## src/rtl/parity_frame_ctrl.sv

```systemverilog
// Frame parity accumulator: counts len accepted words down to zero, XOR-folds
// every bit into a single parity flag, then holds it until the consumer takes it.
module parity_frame_ctrl #(
  parameter int WIDTH = 4,
  parameter int LEN_W = 4
) (
  input  logic             clk,
  input  logic             rst_n,
  input  logic             start,
  input  logic [LEN_W-1:0] len,
  input  logic             abort,
  input  logic             in_valid,
  input  logic [WIDTH-1:0] in_data,
  output logic             in_ready,
  output logic             out_valid,
  output logic             parity,
  input  logic             out_ready,
  output logic             busy,
  output logic [7:0]       frame_cnt
);

  // state | meaning
  // IDLE  | waiting for start; len sampled here
  // ACCUM | accepting words, remaining counts down to terminal count 1
  // DONE  | parity presented, held until out_ready
  typedef enum logic [1:0] {
    IDLE  = 2'd0,
    ACCUM = 2'd1,
    DONE  = 2'd2
  } state_t;

  state_t           state, state_nxt;
  logic             acc, acc_nxt;
  logic [LEN_W-1:0] remaining, remaining_nxt;
  logic [7:0]       frame_cnt_nxt;

  always_ff @(posedge clk or negedge rst_n) begin
    if (!rst_n) begin
      state     <= IDLE;
      acc       <= 1'b0;
      remaining <= '0;
      frame_cnt <= 8'd0;
    end else begin
      state     <= state_nxt;
      acc       <= acc_nxt;
      remaining <= remaining_nxt;
      frame_cnt <= frame_cnt_nxt;
    end
  end

  always_comb begin
    state_nxt     = state;
    acc_nxt       = acc;
    remaining_nxt = remaining;
    frame_cnt_nxt = frame_cnt;
    if (abort) begin
      // abort outranks any beat, start or handshake in the same cycle
      state_nxt     = IDLE;
      acc_nxt       = 1'b0;
      remaining_nxt = '0;
    end else begin
      case (state)
        IDLE: begin
          if (start) begin
            acc_nxt = 1'b0;
            if (len != '0) begin
              remaining_nxt = len;
              state_nxt     = ACCUM;
            end else begin
              state_nxt = DONE;
            end
          end
        end
        ACCUM: begin
          if (in_valid) begin
            acc_nxt       = acc ^ (^in_data);
            remaining_nxt = remaining - LEN_W'(1);
            if (remaining == LEN_W'(1)) state_nxt = DONE;
          end
        end
        DONE: begin
          if (out_ready) begin
            state_nxt     = IDLE;
            frame_cnt_nxt = frame_cnt + 8'd1;
          end
        end
        default: state_nxt = IDLE;
      endcase
    end
  end

  assign in_ready  = (state == ACCUM);
  assign out_valid = (state == DONE);
  assign parity    = (state == DONE) & acc;
  assign busy      = (state != IDLE);

endmodule

```

## config.mk

```make
export PLATFORM = sky130hd
export DESIGN_NAME = parity_frame_ctrl
export DESIGN_NICKNAME = d
export VERILOG_FILES = /design/src/rtl/parity_frame_ctrl.sv
export SDC_FILE = /design/constraint.sdc
export NUM_CORES = 1
export LEC_CHECK = 0
export ABC_AREA = 1
export BUFFER_PORTS_ARGS = -buffer_cell sky130_fd_sc_hd__buf_2
export CORE_MARGIN = 1.5
export CORE_UTILIZATION = 45
export CTS_CLUSTER_DIAMETER = 60
export DETAILED_ROUTE_END_ITERATION = 10
export GPL_ROUTABILITY_DRIVEN = 0
export HOLD_SLACK_MARGIN = 0.12
export PLACE_DENSITY = 0.78
export RECOVER_POWER = 100
export SLEW_MARGIN = 20
export SYNTH_ARGS = -nofsm -noshare
export SYNTH_HDL_FRONTEND = slang
export SYNTH_SLANG_ARGS = --single-unit
```

## constraint.sdc

```tcl
create_clock -name clk -period 1.8 [get_ports clk]
set_clock_uncertainty 0.1 [all_clocks]
set_input_delay 0.09 -clock clk [delete_from_list [all_inputs] [get_ports clk]]
set_output_delay 0.09 -clock clk [all_outputs]
set_load 0.01 [all_outputs]
```

* After elaboration in Yosys (flattened, before gate mapping)
Cells that the tools add are included.
Storage, ports and cells: register bits after elaboration 15, output and inout port bits 12, word-level logic and storage cells 42
Cells by class: reductions and logical operators 9, muxes and demuxes 16, eq/ne operators 8, bitwise gates (word level) 3, add/subtract/negate cells 2
Operators by type and width (number):
- $mux 4 | 4
- $mux 2 | 6
- $ne 3x3->1 const B | 3
- $add 8x1->8 const B | 1
- $pmux 4 s2 | 1
- $reduce_and 4->1 | 2
- $ne 3x2->1 const B | 2
- $pmux 2 s3 | 1
- $reduce_and 3->1 | 2
- $eq 4x1->1 const B | 1
- $reduce_bool 4->1 | 1
- $reduce_xor 4->1 | 1
- $sub 4x1->4 const B | 1
- $mux 1 | 3
- $reduce_bool 3->1 | 1
- $eq 2x1->1 const B | 1
- $eq 2x2->1 const B | 1
- $logic_not 2->1 | 1
- $pmux 1 s2 | 1
- $reduce_bool 2->1 | 1
- $and 1x1->1 | 1
- $not 1->1 | 1
- $xor 1x1->1 | 1

* Logic depth before layout (Yosys ltp)
Gate-level depths: netlist (run 1).
depth in word-level cells 5, depth in mapped cells 8, gate-level depth less buffers 8

* Worst setup path after synthesis (run 1)
Ideal clock, no wire load.
path type register to register, from reg state[1], to reg remaining[3], data required time 1580 ps, library setup time 120 ps, data arrival time 1050 ps, path slack 530 ps, stages on the path, launching flop included 7, path through dfrtp_1 nor2_1 nand2_1 nor2_1 nor2_4 nand3_1 nand2_1
On the way: word-level cells in the longest chain between the ends 3, elaborated cells between the ends (all ways) 9, those cells by class 4 x eq/ne; 2 x mux; 3 x reduce/logical
Ends and longest elaborated chain:
- start: declaration | RTL line 32 | state_t state, state_nxt;
- start signal: assignment | RTL line 44 | state <= state_nxt;
- $eq 2x1->1 or $logic_not 2->1 (tied branches) | RTL line 62 | case (state)
- $ne 3x3->1 (no line) (tied with other cells)
- $reduce_and 4->1 (no line) or $mux 4 (tied branches)
- end signal: assignment | RTL line 46 | remaining <= remaining_nxt;
- end: declaration | RTL line 34 | logic [LEN_W-1:0] remaining, remaining_nxt;
Parallel ways exist; a longest one is shown, timed or not. A chain may end at the register's enable or synchronous reset.

* Worst setup path in the final report (run 1)
from reg state[0], to reg frame_cnt[4]
On the way: word-level cells in the longest chain between the ends 2
Ends and longest elaborated chain:
- $eq 2x2->1 | RTL line 62
- $reduce_and 3->1 (no line)
- end signal: assignment | RTL line 47 | frame_cnt <= frame_cnt_nxt;
- end: declaration | RTL line 19 | output logic [7:0] frame_cnt
Every way passes these cells.

==> impl_metrics.py, run 1 <==
metrics = {
    "finish": {
        "nets": 195,
        "design_area_sq_um": 1240,
        "drive_gt1_share_pct": 15.8,
        "utilization_pct": 56.6,
        "syn_to_final_growth_pct": 18.8,
        "num_antenna_cells": 0,
    },
    "pwr": {
        "p_comb_share_pct": 47.5,
        "leakage_nw": 0.658,
        "p_per_area_nw_per_um2": 1110,
        "p_sw_w": 0.000611,
        "p_int_w": 0.000765,
        "p_sw_share_pct": 44.4,
        "seqPwrFrac_pct": 38.4,
        "power.share.clock_pct": 14.2,
        "ir_drop_uv": 560,
    },
    "die": {
        "rows": 17,
        "die_h_um": 51.2,
        "die_area_sq_um": 2620,
        "io_pins": 26,
        "core-area_sq_um": 2190,
        "dieWidth_um": 51.2,
        "initial_core_util_pct": 47.6,
    },
    "sta": {
        "finalHoldViolCount": 0,
        "finalCritPeriodShare_pct": 85.3,
        "fin_ws_ns": 0.265,
        "max_slew_margin_pct": 46.5,
        "hold_slack_ns": 0.150,
        "finalSetupViolations": 0,
        "fin_tns_setup_ns": 0,
        "worst_pin_slew_ns": 0.803,
        "rsz0062_at_grt": "false",
        "finalCriticalPeriod_ns": 1.53,
        "fmax_mhz": 652,
        "slew_violations": 0,
    },
    "grt": {
        "antenna_found_initial": 0,
        "overflow": 0,
        "grt_usage_pct": 17.6,
        "grt_pass1_vias": 844,
        "grt_start_max_net_pins": 16,
        "grt_pass1_wl_um": 3510,
    },
    "setup_path": {
        "reg2reg_to": "frame_cnt[4]",
        "path_class": "flip-flop to flip-flop",
        "path_max_fanout": 7,
        "crit_path_cell_trace": "inv_1, nand3_1, clkinv_4, nand2_2, o21ai_1, nand2_1",
        "cp_slowest_cell": "dfrtp_1",
        "cp_data_arrival_time_ns": 1.61,
        "cp.depth": 6,
        "cpPeakStageDelay_ns": 0.43,
        "rr_startpoint": "state[0]",
        "reg2reg_depth": 6,
        "timing.critical_path.buf_inv": 2,
        "required_ns": 1.87,
        "critPathCaptureType": "flip-flop",
        "start_kind": "flip-flop",
        "ff2ff_setup_slack_ns": 0.27,
        "crit_family": "flip-flops",
    },
    "logic_synthesis": {
        "ys_async_sr_fraction_pct": 100,
        "synth_fp_nets": 160,
        "ys_top_cells_by_count": "nand2_1 (48), dfrtp_1 (15), inv_1 (15), nor2_1 (15), nand3_1 (8)",
        "synth_cell_types": 23,
        "synth_top_area_cell": "dfrtp_1",
        "yosysWarnings": 0,
        "syn_area_per_cell_sq_um": 7.30,
        "synth_most_common_cell": "nand2_1",
        "synth_area_sq_um": 1040,
        "synth_cells": 143,
        "synth-seq-cells": 15,
        "synthTopCellsByArea": "dfrtp_1 (36%), nand2_1 (17%), inv_1 (5.4%), nor2_1 (5.4%), nand3_1 (3.8%)",
        "synth_seq_area_share_pct": 36.0,
        "synth_edf_count": 0,
        "synthFlopType": "dfrtp_1",
        "synth_top_area_share_pct": 36.0,
    },
    "routing": {
        "remaining_drc_errors": 0,
        "routed-via-count": 951,
        "via_per_inst": 4.64,
        "ant_nets": 0,
        "wl_per_cell_um": 9.81,
        "initialDrtViolationCount": 24,
        "drtPass1Iterations": 4,
        "wl_um": 2010,
    },
    "cts": {
        "clockRootBuffer": "clkbuf_4",
        "cts_setup_buffers": 0,
        "h-tree-depth": 1,
        "path_clk_slew_ns": 0.10,
        "numCtsBuffers": 3,
        "clk_latency_ns": 0.28,
        "tritoncts": "yes",
        "cts_buffer_depth": 2,
        "cts.sinks": 15,
        "cts_resized": 0,
    },
    "placed_design": {
        "preCtsSetupSlack_ns": 0.439,
        "placed_cell_area_sq_um": 1200,
        "numPortBuffers": 25,
        "hpwl_um": 1610,
    },
    "worst_hold_path": {
        "whs_path_depth": 6,
        "whs_endpoint": "state[1]",
        "min_from": "len[2]",
        "hp-class": "primary input to flip-flop",
    },
    "job": {
        "maxCapViolations": 0,
    },
    "status": {
        "status": "finished clean",
    },
}
flip-flops by register name, summed over array words and instances (netlist names):
register,cells
frame_cnt,8
remaining,4
state,2
acc,1
timing repair:
item                       in CTS  in global routing
hold buffers                    5                  0
hold endpoints to repair       25                  0
setup endpoints to repair       0                  0
through the flow:
stage / cells / power (W)
3_3_place_gp: 196 / 0.00120
4_1_cts: 205 / 0.00142
6_report: 205 / 0.00138
2_1_floorplan: 143 / 0.00103
3_5_place_dp: 196 / 0.00122
5_1_grt: 205 / 0.00151
worst min-delay path: cells and delay by family:
family          cells  cell delay [ns]
simple gates        4             0.26
buf+inv             1             0.09
compound gates      1             0.07
cell usage in the layout (no fill, tap or decap), drive strengths merged:
master	count
a21oi	2
and3	1
buf	12
clkbuf	16
clkinv	2
dfrtp	15
dlygate4sd3	5
ha	3
inv	19
nand2	51
nand3	10
nand3b	2
nand4	2
nor2	18
nor3	1
o21ai	11
xnor2	4
xor2	3
cell families after synthesis:
group | count (synthesis) | share of synthesized area [%]
AOI/OAI and AO/OA | 13 | 6.60
buffers and inverters | 20 | 7.67
and+or+nand+nor | 85 | 40.3
DFF | 15 | 36.0
xor gates and xnor gates | 7 | 5.88
adders and majority gates | 3 | 3.60
area by class of cell:
cell class                 count  area (sq um)
clock inverter                 1          5.00
multi-input combinational    108           563
tap                           28          35.0
clock buffer                   3          22.5
timing repair buffer          30           159
inverter                      20          80.1
sequential                    15           375
fill                         211           951
worst max path at each step:
stage	end	slack [ns]	from
6_report	frame_cnt[4]	0.27	state[0]
2_1_floorplan	remaining[3]	0.53	state[1]
3_3_place_gp	acc	0.48	state[0]
4_1_cts	remaining[3]	0.40	abort
3_5_place_dp	acc	0.44	state[0]
5_1_grt	frame_cnt[4]	0.13	state[0]
metal layers:
metal  GRT usage, %  part of all wire (%)  up-vias
li1               -                     -      515
met1           24.9                    50      422
met2           27.7                    46       12
met3           2.63                   2.7        2
met4           5.41                  0.60        0
met5              0                     0        -
power groups by stage:
stage	clock network, W	logic, W	registers [W]
2_1_floorplan	0	0.000498	0.000532
3_3_place_gp	0	0.000670	0.000530
3_5_place_dp	0	0.000685	0.000535
4_1_cts	0.000198	0.000697	0.000528
5_1_grt	0.000213	0.000748	0.000546
6_report	0.000195	0.000653	0.000528
(Power assumes the default switching activity.)
==> run 2: changes to the inputs <==
--- a/config.mk
+++ b/config.mk
@@ -5,15 +5,15 @@
 export SDC_FILE = /design/constraint.sdc
 export NUM_CORES = 1
 export LEC_CHECK = 0
-export ABC_AREA = 1
 export BUFFER_PORTS_ARGS = -buffer_cell sky130_fd_sc_hd__buf_2
 export CORE_MARGIN = 1.5
 export CORE_UTILIZATION = 45
 export CTS_CLUSTER_DIAMETER = 60
+export CTS_CLUSTER_SIZE = 24
 export DETAILED_ROUTE_END_ITERATION = 10
 export GPL_ROUTABILITY_DRIVEN = 0
 export HOLD_SLACK_MARGIN = 0.12
-export PLACE_DENSITY = 0.78
+export PLACE_DENSITY = 0.79
 export RECOVER_POWER = 100
 export SLEW_MARGIN = 20
 export SYNTH_ARGS = -nofsm -noshare
==> run 2 against run 1 <==
Fmax fell by 8.9%. Global-route usage grew 0.50 points. Synthesized cell count fell by 38%. Sequential share of layout area increased by 2.9 points. Sequential power fell by 24%. Clock power is essentially flat. Final area decreased by 8.7%. Area after synthesis decreased by 12%. Flip-flop and latch count unchanged. Non-clock buffer count grew 3. Routed wire length is 6.8% lower. Hold slack got worse by 0.0079 ns. Highest routed layer unchanged.
==> impl_metrics.py, run 2 <==
metrics = {
    "logic_synthesis": {
        "synth-seq-cells": 15,
        "ys_top_cells_by_count": "dfrtp_1 (15), xnor2_1 (7), a21oi_1 (5), inv_1 (5), nor2_1 (5)",
        "syn_area_per_cell_sq_um": 10.4,
        "synthFlopType": "dfrtp_1",
        "synth_area_sq_um": 923,
        "yosysWarnings": 0,
        "synthTopCellsByArea": "dfrtp_1 (41%), xnor2_1 (6.6%), ha_1 (4.1%), xor2_1 (2.8%), a21oi_1 (2.7%)",
        "ys_async_sr_fraction_pct": 100,
        "synth_top_area_share_pct": 40.7,
        "synth_edf_count": 0,
        "synth_top_area_cell": "dfrtp_1",
        "synth_most_common_cell": "dfrtp_1",
        "synth_fp_nets": 106,
        "synth_seq_area_share_pct": 40.7,
        "synth_cell_types": 39,
        "synth_cells": 89,
    },
    "finish": {
        "nets": 140,
        "fin_cells": 149,
        "layout_common_cells": "dfrtp_1 (15), clkbuf_1 (13), buf_2 (13)",
        "ff_latch_area_sq_um": 375,
        "largest_registers": "frame_cnt (8), remaining (4), state (2)",
        "final_common_cell": "dfrtp_1",
        "drive_gt1_share_pct": 21.3,
        "nFillCells": 183,
        "utilization_pct": 58.3,
        "largest_reg_flops": 8,
        "design_area_sq_um": 1130,
        "multi_input_area_sq_um": 495,
        "syn_to_final_growth_pct": 22.6,
        "num_antenna_cells": 0,
        "largest_register": "frame_cnt",
    },
    "sta": {
        "worst_pin_slew_ns": 0.817,
        "finalSetupViolations": 0,
        "finalHoldViolCount": 0,
        "max_slew_margin_pct": 45.5,
        "slew_violations": 0,
        "rsz0062_at_grt": "false",
        "finalCritPeriodShare_pct": 93.6,
        "fmax_mhz": 594,
        "finalCriticalPeriod_ns": 1.68,
        "fin_tns_setup_ns": 0,
    },
    "pwr": {
        "p_sw_w": 0.000259,
        "ir_drop_uv": 518,
        "leakage_nw": 0.526,
        "p_int_w": 0.000561,
        "p_sw_share_pct": 31.5,
        "p_per_area_nw_per_um2": 724,
        "seqPwrFrac_pct": 49.2,
        "power.share.clock_pct": 23.9,
        "p_comb_share_pct": 27.0,
    },
    "cts": {
        "clockRootBuffer": "clkbuf_4",
        "cts_setup_buffers": 0,
        "cts_buffer_depth": 2,
        "tritoncts": "yes",
        "postCtsHoldBufs": 6,
        "h-tree-depth": 1,
        "cts.sinks": 15,
        "clk_latency_ns": 0.29,
        "path_clk_slew_ns": 0.10,
        "cts_resized": 0,
        "numCtsBuffers": 3,
    },
    "routing": {
        "ant_nets": 0,
        "wl_um": 1880,
        "initialDrtViolationCount": 12,
        "via_per_inst": 5.25,
        "wl_per_cell_um": 12.6,
        "routed-via-count": 782,
        "drtPass1Iterations": 5,
        "remaining_drc_errors": 0,
    },
    "job": {
        "maxCapViolations": 0,
    },
    "grt": {
        "overflow": 0,
        "grt_usage_pct": 18.1,
        "antenna_found_initial": 0,
        "grt_pass1_vias": 732,
        "grt_pass1_wl_um": 3310,
        "grt_start_max_net_pins": 16,
    },
    "die": {
        "core-area_sq_um": 1940,
        "die_h_um": 48.3,
        "rows": 16,
        "initial_core_util_pct": 47.6,
        "die_area_sq_um": 2330,
        "dieWidth_um": 48.3,
        "io_pins": 26,
    },
    "setup_path": {
        "cp_data_arrival_time_ns": 1.76,
        "reg2reg_to": "remaining[0]",
        "rr_startpoint": "state[0]",
        "crit_path_start": "abort",
        "path_class": "primary input to flip-flop",
        "reg2reg_depth": 4,
        "required_ns": 1.87,
        "start_kind": "primary input",
        "endpoint": "frame_cnt[5]",
        "critPathCaptureType": "flip-flop",
        "ff2ff_setup_slack_ns": 0.22,
        "path_max_fanout": 8,
    },
    "placed_design": {
        "placed_cell_area_sq_um": 1070,
        "hpwl_um": 1440,
        "dp.cells": 139,
        "numPortBuffers": 25,
    },
    "worst_hold_path": {
        "whs_path_depth": 4,
        "hp-class": "primary input to flip-flop",
    },
    "status": {
        "status": "finished clean",
    },
}
-- run 2: changes by cell type in the layout (fill, tap and decap cells not counted), sizes merged, moves of 3 or more --
cell / previous run / this run
o21ai: 11 / 2
nor3: 1 / 4
nor2: 18 / 5
nand2: 51 / 4
xnor2: 4 / 7
nand2b: 0 / 3
inv: 19 / 5
nand3: 10 / 3
a21oi: 2 / 5
-- run 2: metrics by stage --
stage | total power (W) | hold slack (ns) | setup slack, ns
3_5_place_dp | 0.000630 | -0.0825 | 0.302
5_1_grt | 0.000882 | 0.173 | 0.0416
2_1_floorplan | 0.000553 | -0.306 | 0.269
6_report | 0.000820 | 0.142 | 0.116
3_3_place_gp | 0.000623 | -0.0852 | 0.314
4_1_cts | 0.000834 | 0.130 | 0.167
-- run 2: layout make-up --
type,instances,share of cell area [%]
Tap cell,27,2.98
Sequential cell,15,33.1
Timing Repair Buffer,33,16.1
Inverter,5,1.66
Clock buffer,4,2.32
Multi-Input combinational cell,65,43.8
-- run 2: how the worst min path moves through the flow --
stage | start | endpoint | slack [ns]
floorplan | rst_n | acc | -0.31
global placement | rst_n | remaining[2] | -0.09
detailed placement | rst_n | remaining[2] | -0.08
CTS | len[1] | remaining[1] | 0.13
global route | len[1] | remaining[1] | 0.17
finish | len[1] | remaining[1] | 0.14
-- run 2: layer usage --
metal  global-route usage [%]  share of wire, %  up-vias
li1                         -                 -      389
met1                     23.8                46      362
met2                     28.5                48       24
met3                     4.94               4.4        7
met4                     7.14               2.1        0
met5                        0                 0        -
-- run 2: critical path: stages --
cell,delay [ns]
dlygate4sd3_1,0.52
buf_2,0.17
and4bb_1,0.41
and4_1,0.33
nand3_2,0.10
xnor2_1,0.13
-- run 2: kinds of logic (layout without fill, tap and decap cells) --
logic type                 Yosys count  in the layout  synth area share, %
adders and majority gates            3              3                 4.07
AOI/OAI and AO/OA                   17             17                 14.1
xor gates and xnor gates            10             10                 9.49
and+or+nand+nor                     34             34                 25.1
muxes                                1              1                 1.22
buffers and inverters                9             42                 5.42
DFF                                 15             15                 40.7
-- run 2: power by group through the flow --
| stage | clock [W] | sequential (W) | combinational [W] |
|---|---|---|---|
| detailed placement | 0 | 0.000410 | 0.000220 |
| CTS | 0.000199 | 0.000403 | 0.000231 |
| global placement | 0 | 0.000409 | 0.000213 |
| global route | 0.000218 | 0.000413 | 0.000251 |
| finish | 0.000196 | 0.000403 | 0.000221 |
| floorplan | 0 | 0.000415 | 0.000138 |
==> run 3: changes to the inputs <==
--- a/config.mk
+++ b/config.mk
@@ -6,8 +6,9 @@
 export NUM_CORES = 1
 export LEC_CHECK = 0
 export BUFFER_PORTS_ARGS = -buffer_cell sky130_fd_sc_hd__buf_2
-export CORE_MARGIN = 1.5
+export CORE_ASPECT_RATIO = 1.5
 export CORE_UTILIZATION = 45
+export CTS_BUF_LIST = sky130_fd_sc_hd__clkbuf_16
 export CTS_CLUSTER_DIAMETER = 60
 export CTS_CLUSTER_SIZE = 24
 export DETAILED_ROUTE_END_ITERATION = 10
==> run 3 against run 2 <==
Register-to-register slack worse by 0.06 ns. Utilization up 2.8 points. Sequential share of layout area down 0.43 points. Hold slack worse by 0.022 ns. Die area down 3.9%. Via count down 1.7%. Worst setup slack better by 0.00075 ns. Non-clock buffer count down 2. Clock power up 110%. Total power up 27%.
==> impl_metrics.py, run 3 (synthesis results as in run 2) <==
metrics = {
    "routing": {
        "wl_per_cell_um": 13.4,
        "wl_um": 1880,
        "drtPass1Iterations": 4,
        "ant_nets": 0,
        "initialDrtViolationCount": 7,
        "via_per_inst": 5.45,
        "remaining_drc_errors": 0,
        "routed-via-count": 769,
    },
    "setup_path": {
        "required_ns": 1.82,
        "critPathCaptureType": "flip-flop",
        "path_class": "primary input to flip-flop",
        "path_max_fanout": 8,
        "start_kind": "primary input",
        "reg2reg_depth": 4,
        "cp_data_arrival_time_ns": 1.71,
    },
    "die": {
        "die_h_um": 57.5,
        "die_area_sq_um": 2240,
        "core-area_sq_um": 1880,
        "dieWidth_um": 39.0,
        "rows": 19,
        "initial_core_util_pct": 49.2,
        "io_pins": 26,
    },
    "pwr": {
        "fin_total_pwr_w": 0.00104,
        "ir_drop_uv": 813,
        "leakage_nw": 0.540,
        "p_per_area_nw_per_um2": 910,
    },
    "sta": {
        "finalHoldViolCount": 0,
        "worst_pin_slew_ns": 0.799,
        "max_slew_margin_pct": 46.8,
        "finalCriticalPeriod_ns": 1.68,
        "slew_violations": 0,
        "fin_tns_setup_ns": 0,
        "fmax_mhz": 594,
        "rsz0062_at_grt": "false",
        "finalSetupViolations": 0,
        "finalCritPeriodShare_pct": 93.5,
    },
    "grt": {
        "grt_pass1_wl_um": 3120,
        "grt_usage_pct": 19.5,
        "antenna_found_initial": 0,
        "overflow": 0,
        "grt_start_max_net_pins": 16,
        "grt_pass1_vias": 756,
    },
    "cts": {
        "cts.sinks": 15,
        "numCtsBuffers": 3,
        "h-tree-depth": 1,
        "cts_buffer_depth": 2,
        "clk_latency_ns": 0.24,
        "cts_setup_buffers": 0,
        "tritoncts": "yes",
        "clockRootBuffer": "clkbuf_16",
        "path_clk_slew_ns": 0.05,
    },
    "finish": {
        "num_antenna_cells": 0,
        "layout_common_cells": "dfrtp_1 (15), buf_2 (13), clkbuf_1 (12)",
        "largest_registers": "frame_cnt (8), remaining (4), state (2)",
        "final_common_cell": "dfrtp_1",
        "syn_to_final_growth_pct": 24.3,
        "drive_gt1_share_pct": 20.8,
        "nets": 138,
        "largest_reg_flops": 8,
        "largest_register": "frame_cnt",
        "utilization_pct": 61.1,
    },
    "placed_design": {
        "numPortBuffers": 25,
        "hpwl_um": 1460,
    },
    "worst_hold_path": {
        "whs_path_depth": 3,
        "hp-class": "primary input to flip-flop",
    },
    "job": {
        "maxCapViolations": 0,
    },
    "status": {
        "status": "finished clean",
    },
}
-- run 3: path summary, 6_finish.rpt --
path	start	end	slack (ns)
min in group asynchronous	rst_n	frame_cnt[2]	0.36
hold reg to reg	frame_cnt[7]	frame_cnt[7]	0.38
hold / removal	len[2]	remaining[2]	0.12
max in group asynchronous	rst_n	frame_cnt[4]	0.75
setup / recovery	abort	frame_cnt[7]	0.12
setup reg to reg	state[0]	remaining[0]	0.16
-- run 3: timing repair --
| action | 4_1_cts | 5_1_grt |
|---|---|---|
| resized for setup | 0 | 0 |
| hold buffers | 4 | 0 |
| hold endpoints to repair | 21 | 0 |
-- run 3: layer usage --
layer,wire length [um],GRT usage [%],share of wire [%]
met2,996,34.3,53
met1,811,24.5,43
met5,0,0,0
met4,9,7.39,0.48
met3,66,0,3.5
-- run 3: where the power goes --
group,internal (W),switching (W)
clock network,0.000293,0.000122
registers,0.000373,0.0000365
logic,0.000101,0.000120
-- run 3: cell type report --
type,instances,area (sq um)
fill,162,731
multi-input combinational,65,485
sequential,15,375
timing repair buffer,31,163
clock buffer,3,75.1
tap,21,26.3
inverter,5,18.8
clock inverter,1,3.75
-- run 3: through the flow --
step	instances	instance area, sq um	hold slack [ns]	setup WS (ns)
detailed placement	133	1060	-0.0924	0.291
global route	141	1150	0.178	0.0443
CTS	141	1180	0.124	0.127
finish	141	1150	0.120	0.117
global placement	133	1060	-0.0940	0.323
floorplan	89	923	-0.306	0.269
-- run 3: critical path: stages --
cell and delay, ns:
dlygate4sd3_1 0.53, buf_2 0.17, and4bb_2 0.40, and4_4 0.27, nand3_1 0.10, xnor2_1 0.14
